<file path="src/rtl/butterfly_pkg.sv">
// -----------------------------------------------------------------------------
// butterfly_pkg
//   Shared definitions for the butterfly sequencers (stream and legacy).
//   This file has no ports. It holds:
//     - state_t : the 12 sequencer states.
//     - ctrl_t  : the 8 datapath control bits, packed in one struct.
//     - PULSE_* : the control pulse set issued on each transition.
//     - is_accept_state / is_output_state : state classification helpers.
// -----------------------------------------------------------------------------
package butterfly_pkg;

    typedef enum logic [3:0] {
        S_W_RE  = 4'd0,
        S_W_IM  = 4'd1,
        S_B_RE  = 4'd2,
        S_B_IM  = 4'd3,
        S_MULT0 = 4'd4,
        S_A_RE  = 4'd5,
        S_MULT1 = 4'd6,
        S_A_IM  = 4'd7,
        S_Y_RE  = 4'd8,
        S_Y_IM  = 4'd9,
        S_Z_RE  = 4'd10,
        S_Z_IM  = 4'd11
    } state_t;

    // Bit order (MSB first) is fixed so that the PULSE_* constants can be
    // written as plain 8-bit vectors.
    typedef struct packed {
        logic load_coeff;
        logic load_b;
        logic load_mult;
        logic multiply;
        logic load_output_reg;
        logic subtract;
        logic mult_out_select;
        logic fbr_input;
    } ctrl_t;

    localparam ctrl_t CTRL_NONE   = ctrl_t'(8'b0000_0000);
    localparam ctrl_t PULSE_COEFF = ctrl_t'(8'b1000_0000); // W_RE, W_IM accept
    localparam ctrl_t PULSE_B     = ctrl_t'(8'b0100_0000); // B_RE, B_IM accept
    localparam ctrl_t PULSE_MULT0 = ctrl_t'(8'b0110_0000); // load_b + load_mult
    localparam ctrl_t PULSE_A_RE  = ctrl_t'(8'b0011_1101); // fbr, mult, lor, multiply, sub
    localparam ctrl_t PULSE_MULT1 = ctrl_t'(8'b0001_0000); // multiply
    localparam ctrl_t PULSE_A_IM  = ctrl_t'(8'b0000_1001); // fbr, lor
    localparam ctrl_t PULSE_Y_RE  = ctrl_t'(8'b0000_1010); // lor, mult_out_select
    localparam ctrl_t PULSE_Y_IM  = ctrl_t'(8'b0000_1100); // lor, subtract
    localparam ctrl_t PULSE_Z_RE  = ctrl_t'(8'b0000_1110); // lor, mos, subtract

    // States in which an input word may be accepted.
    function automatic logic is_accept_state(input state_t s);
        logic r;
        case (s)
            S_W_RE, S_W_IM, S_B_RE, S_B_IM, S_A_RE, S_A_IM: r = 1'b1;
            default:                                        r = 1'b0;
        endcase
        return r;
    endfunction

    // States in which a result word is presented on the output stream.
    function automatic logic is_output_state(input state_t s);
        logic r;
        case (s)
            S_Y_RE, S_Y_IM, S_Z_RE, S_Z_IM: r = 1'b1;
            default:                        r = 1'b0;
        endcase
        return r;
    endfunction

endpackage

</file>
<file path="src/rtl/butterfly_stream_ctrl.sv">
// -----------------------------------------------------------------------------
// butterfly_stream_ctrl
//   Streaming sequencer for butterfly_datapath. Takes 6 words per butterfly
//   (Re w, Im w, Re b, Im b, Re a, Im a) on a valid/ready input stream, drives
//   every datapath control pulse, and returns 4 result words (Re y, Im y,
//   Re z, Im z) on a valid/ready output stream.
//
// Ports
//   clk            : clock, all logic on posedge
//   nResetSync     : synchronous active-low reset
//   in_data/in_valid/in_ready    : input word stream
//   reuse_w        : sampled at the Im z handshake; 1 keeps w, next start at Re b
//   out_data/out_valid/out_ready : result word stream (data from dp_data_out)
//   dp_data_in     : registered copy of the last accepted input word
//   dp_data_out    : datapath result register
//   load_coeff .. fbr_input : registered single-cycle datapath controls
//   busy           : 0 only while idle waiting for the first word of a butterfly
//   bfly_count     : completed butterflies, wrapping
// -----------------------------------------------------------------------------
module butterfly_stream_ctrl
    import butterfly_pkg::*;
#(
    parameter int DATA_W  = 8,
    parameter int COUNT_W = 8
) (
    input  logic               clk,
    input  logic               nResetSync,
    input  logic [DATA_W-1:0]  in_data,
    input  logic               in_valid,
    output logic               in_ready,
    input  logic               reuse_w,
    output logic [DATA_W-1:0]  out_data,
    output logic               out_valid,
    input  logic               out_ready,
    output logic [DATA_W-1:0]  dp_data_in,
    input  logic [DATA_W-1:0]  dp_data_out,
    output logic               load_coeff,
    output logic               load_b,
    output logic               load_mult,
    output logic               multiply,
    output logic               load_output_reg,
    output logic               subtract,
    output logic               mult_out_select,
    output logic               fbr_input,
    output logic               busy,
    output logic [COUNT_W-1:0] bfly_count
);

    state_t              state_r,     state_s;
    ctrl_t               ctrl_r,      ctrl_s;
    logic                in_ready_r,  in_ready_s;
    logic                out_valid_r, out_valid_s;
    logic                busy_r,      busy_s;
    logic [COUNT_W-1:0]  count_r,     count_s;
    logic [DATA_W-1:0]   dp_data_r,   dp_data_s;
    logic                accept_s;
    logic                out_hs_s;

    assign accept_s = in_valid & in_ready_r;
    assign out_hs_s = out_valid_r & out_ready;

    // Next-state, pulse, counter and data-register selection.
    always_comb begin
        state_s   = state_r;
        ctrl_s    = CTRL_NONE;
        busy_s    = busy_r;
        count_s   = count_r;
        dp_data_s = dp_data_r;
        case (state_r)
            S_W_RE: begin
                if (accept_s) begin
                    state_s   = S_W_IM;
                    ctrl_s    = PULSE_COEFF;
                    dp_data_s = in_data;
                    busy_s    = 1'b1;
                end else begin
                    busy_s    = 1'b0;
                end
            end
            S_W_IM: begin
                if (accept_s) begin
                    state_s   = S_B_RE;
                    ctrl_s    = PULSE_COEFF;
                    dp_data_s = in_data;
                end else begin
                    state_s   = S_W_IM;
                end
            end
            S_B_RE: begin
                // busy is still 0 here when the state was entered through reuse_w
                if (accept_s) begin
                    state_s   = S_B_IM;
                    ctrl_s    = PULSE_B;
                    dp_data_s = in_data;
                    busy_s    = 1'b1;
                end else begin
                    state_s   = S_B_RE;
                end
            end
            S_B_IM: begin
                if (accept_s) begin
                    state_s   = S_MULT0;
                    ctrl_s    = PULSE_B;
                    dp_data_s = in_data;
                end else begin
                    state_s   = S_B_IM;
                end
            end
            S_MULT0: begin
                state_s = S_A_RE;
                ctrl_s  = PULSE_MULT0;
            end
            S_A_RE: begin
                if (accept_s) begin
                    state_s   = S_MULT1;
                    ctrl_s    = PULSE_A_RE;
                    dp_data_s = in_data;
                end else begin
                    state_s   = S_A_RE;
                end
            end
            S_MULT1: begin
                state_s = S_A_IM;
                ctrl_s  = PULSE_MULT1;
            end
            S_A_IM: begin
                if (accept_s) begin
                    state_s   = S_Y_RE;
                    ctrl_s    = PULSE_A_IM;
                    dp_data_s = in_data;
                end else begin
                    state_s   = S_A_IM;
                end
            end
            S_Y_RE: begin
                if (out_hs_s) begin
                    state_s = S_Y_IM;
                    ctrl_s  = PULSE_Y_RE;
                end else begin
                    state_s = S_Y_RE;
                end
            end
            S_Y_IM: begin
                if (out_hs_s) begin
                    state_s = S_Z_RE;
                    ctrl_s  = PULSE_Y_IM;
                end else begin
                    state_s = S_Y_IM;
                end
            end
            S_Z_RE: begin
                if (out_hs_s) begin
                    state_s = S_Z_IM;
                    ctrl_s  = PULSE_Z_RE;
                end else begin
                    state_s = S_Z_RE;
                end
            end
            S_Z_IM: begin
                if (out_hs_s) begin
                    state_s = reuse_w ? S_B_RE : S_W_RE;
                    count_s = count_r + {{(COUNT_W-1){1'b0}}, 1'b1};
                    busy_s  = 1'b0;
                end else begin
                    state_s = S_Z_IM;
                end
            end
            default: begin
                state_s = S_W_RE;
                ctrl_s  = CTRL_NONE;
                busy_s  = 1'b0;
            end
        endcase
    end

    // in_ready follows the state being entered. out_valid is set only once the
    // FSM has spent one full cycle in an output state, which gives the
    // datapath output register the cycle it needs to capture the result.
    assign in_ready_s  = is_accept_state(state_s);
    assign out_valid_s = is_output_state(state_s) && (state_s == state_r);

    // State and registered outputs, with synchronous active-low reset.
    always_ff @(posedge clk) begin
        if (!nResetSync) begin
            state_r     <= S_W_RE;
            ctrl_r      <= CTRL_NONE;
            in_ready_r  <= 1'b0;
            out_valid_r <= 1'b0;
            busy_r      <= 1'b0;
            count_r     <= {COUNT_W{1'b0}};
            dp_data_r   <= {DATA_W{1'b0}};
        end else begin
            state_r     <= state_s;
            ctrl_r      <= ctrl_s;
            in_ready_r  <= in_ready_s;
            out_valid_r <= out_valid_s;
            busy_r      <= busy_s;
            count_r     <= count_s;
            dp_data_r   <= dp_data_s;
        end
    end

    assign in_ready        = in_ready_r;
    assign out_valid       = out_valid_r;
    assign out_data        = dp_data_out;
    assign dp_data_in      = dp_data_r;
    assign busy            = busy_r;
    assign bfly_count      = count_r;
    assign load_coeff      = ctrl_r.load_coeff;
    assign load_b          = ctrl_r.load_b;
    assign load_mult       = ctrl_r.load_mult;
    assign multiply        = ctrl_r.multiply;
    assign load_output_reg = ctrl_r.load_output_reg;
    assign subtract        = ctrl_r.subtract;
    assign mult_out_select = ctrl_r.mult_out_select;
    assign fbr_input       = ctrl_r.fbr_input;

endmodule

</file>
<file path="config.mk">
export PLATFORM = sky130hd
export DESIGN_NAME = butterfly_stream_ctrl
export DESIGN_NICKNAME = d
export VERILOG_FILES = /design/src/rtl/butterfly_pkg.sv /design/src/rtl/butterfly_stream_ctrl.sv
export SDC_FILE = /design/constraint.sdc
export NUM_CORES = 1
export LEC_CHECK = 0
export CAP_MARGIN = 30
export CORE_MARGIN = 2
export CORE_UTILIZATION = 43
export DETAILED_ROUTE_END_ITERATION = 8
export GPL_ROUTABILITY_DRIVEN = 0
export HOLD_SLACK_MARGIN = 0.08
export PLACE_DENSITY = 0.9
export SYNTH_ARGS = -nofsm -noshare
export SYNTH_HDL_FRONTEND = slang
export SYNTH_SLANG_ARGS = --single-unit
</file>
<file path="constraint.sdc">
create_clock -name clk -period 1.49 [get_ports clk]
set_clock_uncertainty 0.05 [all_clocks]
set_input_delay 0.298 -clock clk [delete_from_list [all_inputs] [get_ports clk]]
set_output_delay 0.298 -clock clk [all_outputs]
set_load 0.01 [all_outputs]
</file>
# Word-level counts from Yosys, hierarchy flattened

Cells that the tools add are included.
Widths: inputs -> output; s select.

Register bits after elaboration: 31
Output and inout bits: 35
Input port bits: 21

Equality and inequality tests: 23
Bitwise gates (word level): 3
Reduce and logical (&&, ||, !) cells: 12
Mux-type cells: 26
Add/subtract/negate cells: 1

Operators with widths:

| kind                | count |
|---|---|
| $pmux 8 s9          | 1 |
| $pmux 4 s12         | 1 |
| $eq 4x4->1 const B  | 8 |
| $mux 4              | 7 |
| $eq 4x3->1 const B  | 6 |
| $eq 4x2->1 const B  | 4 |
| $reduce_or 6->1     | 2 |
| $reduce_or 9->1     | 1 |
| $add 8x1->8 const B | 1 |
| $eq 4x1->1 const B  | 2 |
| $logic_not 4->1     | 2 |
| $mux 1              | 8 |
| $mux 2              | 4 |
| $mux 8              | 1 |
| $mux 7              | 1 |
| $mux 6              | 1 |
| $eq 4x4->1          | 1 |
| $ne 2x2->1 const B  | 2 |
| $pmux 1 s4          | 1 |
| $reduce_and 2->1    | 2 |
| $reduce_or 2->1     | 2 |
| $reduce_or 4->1     | 1 |
| $mux 3              | 1 |
| $reduce_and 3->1    | 1 |
| other kinds (3)     | 4 |

# Logic depth before layout (Yosys ltp)

Depth after elaboration: 7
Mapped depth: 4

# Worst setup path before layout

Ideal clock, no wire load.

Path kind: reg-to-reg
From: reg count_r[0], in the netlist bfly_count[0]
To: reg count_r[6], in the netlist bfly_count[6]
Path buffers: 0
Arrival: 1.250 ns
Stages on the path, launching flop included: 5
Path slack: 0.120 ns
Period minus slack after synthesis: 1.370 ns
Setup time: 0.070 ns
Cell sequence: dfxtp_1 > ha_1 > nand4_1 > or4_1 > a21oi_1

Cells in the longest elaborated chain, start to end: 1

Ends and longest elaborated chain:

| item                   | line                         | RTL |
|---|---|---|
| from (decl)            | butterfly_stream_ctrl.sv:54  | `logic [COUNT_W-1:0] count_r, count_s;` |
| from (signal assigned) | butterfly_stream_ctrl.sv:190 | `count_r <= {COUNT_W{1'b0}};` |
| from (signal assigned) | butterfly_stream_ctrl.sv:198 | `count_r <= count_s;` |
| $add 8x1->8            | butterfly_stream_ctrl.sv:162 | `count_s = count_r + {{(COUNT_W-1){1'b0}}, 1'b1};` |

No other way between the ends.
A chain may end at the register's enable or synchronous reset.

# Final worst setup path

From: reg state_r[3]
To: reg dp_data_r[4], in the netlist dp_data_in[4]

Cells in the longest elaborated chain, start to end: 3
Elaborated cells between the ends (all ways): 8

Ends and longest elaborated chain:

| item                                     | line                         | RTL |
|---|---|---|
| from (decl)                              | butterfly_stream_ctrl.sv:49  | `state_t state_r, state_s;` |
| from (signal assigned)                   | butterfly_stream_ctrl.sv:193 | `state_r <= state_s;` |
| $eq 4x3->1, or another cell as far along | butterfly_stream_ctrl.sv:69  | `case (state_r)` |
| $reduce_or 6->1 (no source line) *       | --                           |  |
| $reduce_and 2->1 (no source line) *      | --                           |  |
| to (signal assigned)                     | butterfly_stream_ctrl.sv:191 | `dp_data_r <= {DATA_W{1'b0}};` |
| to (signal assigned)                     | butterfly_stream_ctrl.sv:199 | `dp_data_r <= dp_data_s;` |
| to (decl)                                | butterfly_stream_ctrl.sv:55  | `logic [DATA_W-1:0] dp_data_r, dp_data_s;` |

Every way passes the cells marked *; elsewhere a longest branch is shown, timed or not.

==> flow_metrics.env <==
export IMPL_coreArea_sq_um=3100
export IMPL_finalHoldViolCount=0
export IMPL_min_period_ns=1.40
export IMPL_cp_arrival_ns=1.59
export IMPL_internal_power_mw=1.20
export IMPL_grt_pass1_vias=1203
export IMPL_endpoint="dp_data_in[4]"
export IMPL_post_route_util=0.645
export IMPL_combinationalPowerShare=0.101
export IMPL_synth_edff_count=0
export IMPL_drt_pass1_iter_count=4
export IMPL_hp_class="input pin to register"
export IMPL_p_switching_mw=0.378
export IMPL_clock_sinks=31
export IMPL_synth_cell_types=40
export IMPL_cp_max_fo=12
export IMPL_reg2reg_slack_ns=0.09
export IMPL_fin_crit_sh=0.941
export IMPL_dpl_hpwl_mm=2.47
export IMPL_die_w_um=61.7
export IMPL_via_count=1393
export IMPL_cts_tree="done"
export IMPL_cts_path_max_buffers=2
export IMPL_critPathLaunchType="register"
export IMPL_worstPathCellList="buf_4 > nand3b_1 > o21ai_0 > a21oi_1"
export IMPL_slew_headroom=0.757
export IMPL_grt_max_degree=14
export IMPL_grt_usage=0.194
export IMPL_p_leak_nw=0.903
export IMPL_die_h_um=61.7
export IMPL_cp_slowest_cell="dfxtp_2"
export IMPL_drc=0
export IMPL_pin_count=56
export IMPL_worst_slew_pin_slew_ns=0.360
export IMPL_clk_latency_ns=0.34
export IMPL_ant_nets=0
export IMPL_avgSynthCellArea_sq_um=8.68
export IMPL_antenna_found_initial=0
export IMPL_dieArea_sq_um=3810
export IMPL_status="completed"
export IMPL_root_buffer="clkbuf_4"
export IMPL_crit_required_ns=1.68
export IMPL_h_tree_depth=2
export IMPL_power_share_sequential=0.539
export IMPL_first_iter_violations=101
export IMPL_fill_cells=285
export IMPL_synth_warnings=0
export IMPL_finalSetupViolations=0
export IMPL_grt_pass1_wl_mm=5.38
export IMPL_initial_core_util=0.462
export IMPL_r2r_end="dp_data_in[4]"
export IMPL_postCtsHoldBufs=0
export IMPL_synthCells=165
export IMPL_cts_buffers=5
export IMPL_clk_pin_slew_ns=0.09
export IMPL_crit_type="register to register"
export IMPL_r2r_start="state_r[3]"
export IMPL_rows=20
export IMPL_power_density_nw_per_um2=791
export IMPL_syn_cell_area_sq_um=1430
export IMPL_cts_setup_buffers=0
export IMPL_io_buffer_count=39
export IMPL_ys_seq_elements=31
export IMPL_grt_overflow=0
export IMPL_slowest_delay_ns=0.36
export IMPL_cap_violations=0
export IMPL_wl_per_cell_um=13.1
export IMPL_final_nets=236
export IMPL_max_freq_mhz=714
export IMPL_synth_ff_type="dfxtp_1"
export IMPL_async_flop_share=0
export IMPL_yosysSeqAreaShare=0.433
export IMPL_syn_to_final_growth_pct=39.7
export IMPL_switching_share=0.239
export IMPL_wirelength_mm=3.39
export IMPL_viasPerCell=5.38
export IMPL_p_clk_frac=0.359
export IMPL_setup_worst_path_end_class="register"
export IMPL_rr_worst_depth=4
export IMPL_drive_gt1_frac=0.195
export IMPL_fin_ws_ns=0.0886
export IMPL_vdd_drop_max_mv=0.609
export IMPL_synth_nets=187
export IMPL_antenna_cells=0
export IMPL_min_from="out_ready"
export IMPL_slew_violations=0
export IMPL_critPathLaunch="state_r[3]"
export IMPL_pre_cts_ws_ns=-0.302
## worst min-delay path by stage
stage / to / slack, ns / depth (start not counted)
6_report: bfly_count[4] / 0.39 / 4
5_1_grt: bfly_count[4] / 0.43 / 4
4_1_cts: bfly_count[7] / 0.42 / 2
3_5_place_dp: bfly_count[7] / 0.41 / 2
3_3_place_gp: dp_data_in[0] / 0.41 / 2
2_1_floorplan: dp_data_in[0] / 0.40 / 2
## cell usage after synthesis (3+ instances only)
cell type / n / area share
or4_1: 5 / 0.026
a21oi_1: 20 / 0.070
o31ai_1: 4 / 0.021
o21ai_0: 10 / 0.035
nor2_1: 5 / 0.013
nand4_1: 3 / 0.013
dfxtp_1: 31 / 0.43
nor2b_1: 4 / 0.017
nand3_1: 14 / 0.049
inv_1: 5 / 0.013
nand2_1: 6 / 0.016
buf_2: 3 / 0.010
nand2b_1: 3 / 0.013
o21ai_1: 7 / 0.024
clkbuf_1: 6 / 0.016
buf_4: 8 / 0.042
## metrics by stage
stage	cell area [sq um]	hold slack [ns]	setup TNS (ns)	power (mW)	cells
after global routing	2000	0.429	-0.0129	1.64	259
after global placement	1930	0.406	-3.70	1.04	251
after floorplan	1430	0.396	0	0.962	165
final	2000	0.393	0	1.58	259
after CTS	1980	0.422	0	1.58	259
after detailed placement	1930	0.412	-4.47	1.04	251
## kinds of logic (layout without fill, tap and decap cells)
kind of cell | Yosys count | count (layout) | share of synthesized area
AOI/OAI and AO/OA | 54 | 54 | 0.230
DFF | 31 | 31 | 0.433
adders and majority gates | 1 | 1 | 0.00873
buffers and inverters | 24 | 74 | 0.0865
and+or+nand+nor | 54 | 54 | 0.235
muxes | 1 | 1 | 0.00699
## placed cells by master, fill, tap and decap left out, types with 3 or more instances in the layout
master            n
clkbuf_4          5
o21ai_1           7
dlygate4sd2_1    27
a21oi_1          19
nand2b_1          3
nand3_1          14
inv_1             5
o31ai_1           4
nand4_1           3
nand2_1           6
dfxtp_1          23
buf_4            21
nor2b_1           4
o21ai_0          10
dfxtp_2           7
or4_1             4
nor2_1            5
clkdlybuf4s50_1  11
## power by group through the flow
stage          Clock [mW]  Sequential, mW  Combinational [mW]
6_report            0.568           0.854               0.161
5_1_grt             0.605           0.856               0.174
4_1_cts             0.562           0.855               0.160
3_5_place_dp            0           0.875               0.169
3_3_place_gp            0           0.875               0.167
2_1_floorplan           0           0.882              0.0801
## layout make-up
| cell class | count | area [sq um] | share of cell area |
|---|---|---|---|
| tap | 44 | 55.1 | 0.0275 |
| timing repair buffer | 60 | 517 | 0.258 |
| multi-input combinational | 110 | 704 | 0.352 |
| inverter | 6 | 22.5 | 0.0113 |
| clock buffer | 8 | 68.8 | 0.0344 |
| sequential | 31 | 633 | 0.316 |
## routing by layer
metal | part of all wire | global-route usage | up-vias
met3 | 0.052 | 0.0518 | 8
met4 | 0.021 | 0.100 | 0
met2 | 0.46 | 0.283 | 32
met1 | 0.47 | 0.262 | 643
li1 | - | - | 710
met5 | 0 | 0 | -
## worst max-delay path, delay by kind of cell, from the launching register on
family          cells  cell delay [ns]
compound gates      2             0.38
flops               1             0.36
simple gates        1             0.33
buf+inv             1             0.18
## timing repair
| item | in CTS | in global routing |
|---|---|---|
| gates resized for setup | 32 | 8 |
| endpoints found under the setup margin | 27 | 7 |
| pin swaps | 0 | 1 |
| hold endpoints to repair | 0 | 0 |
No activity file was read; power rests on OpenSTA's default activity.
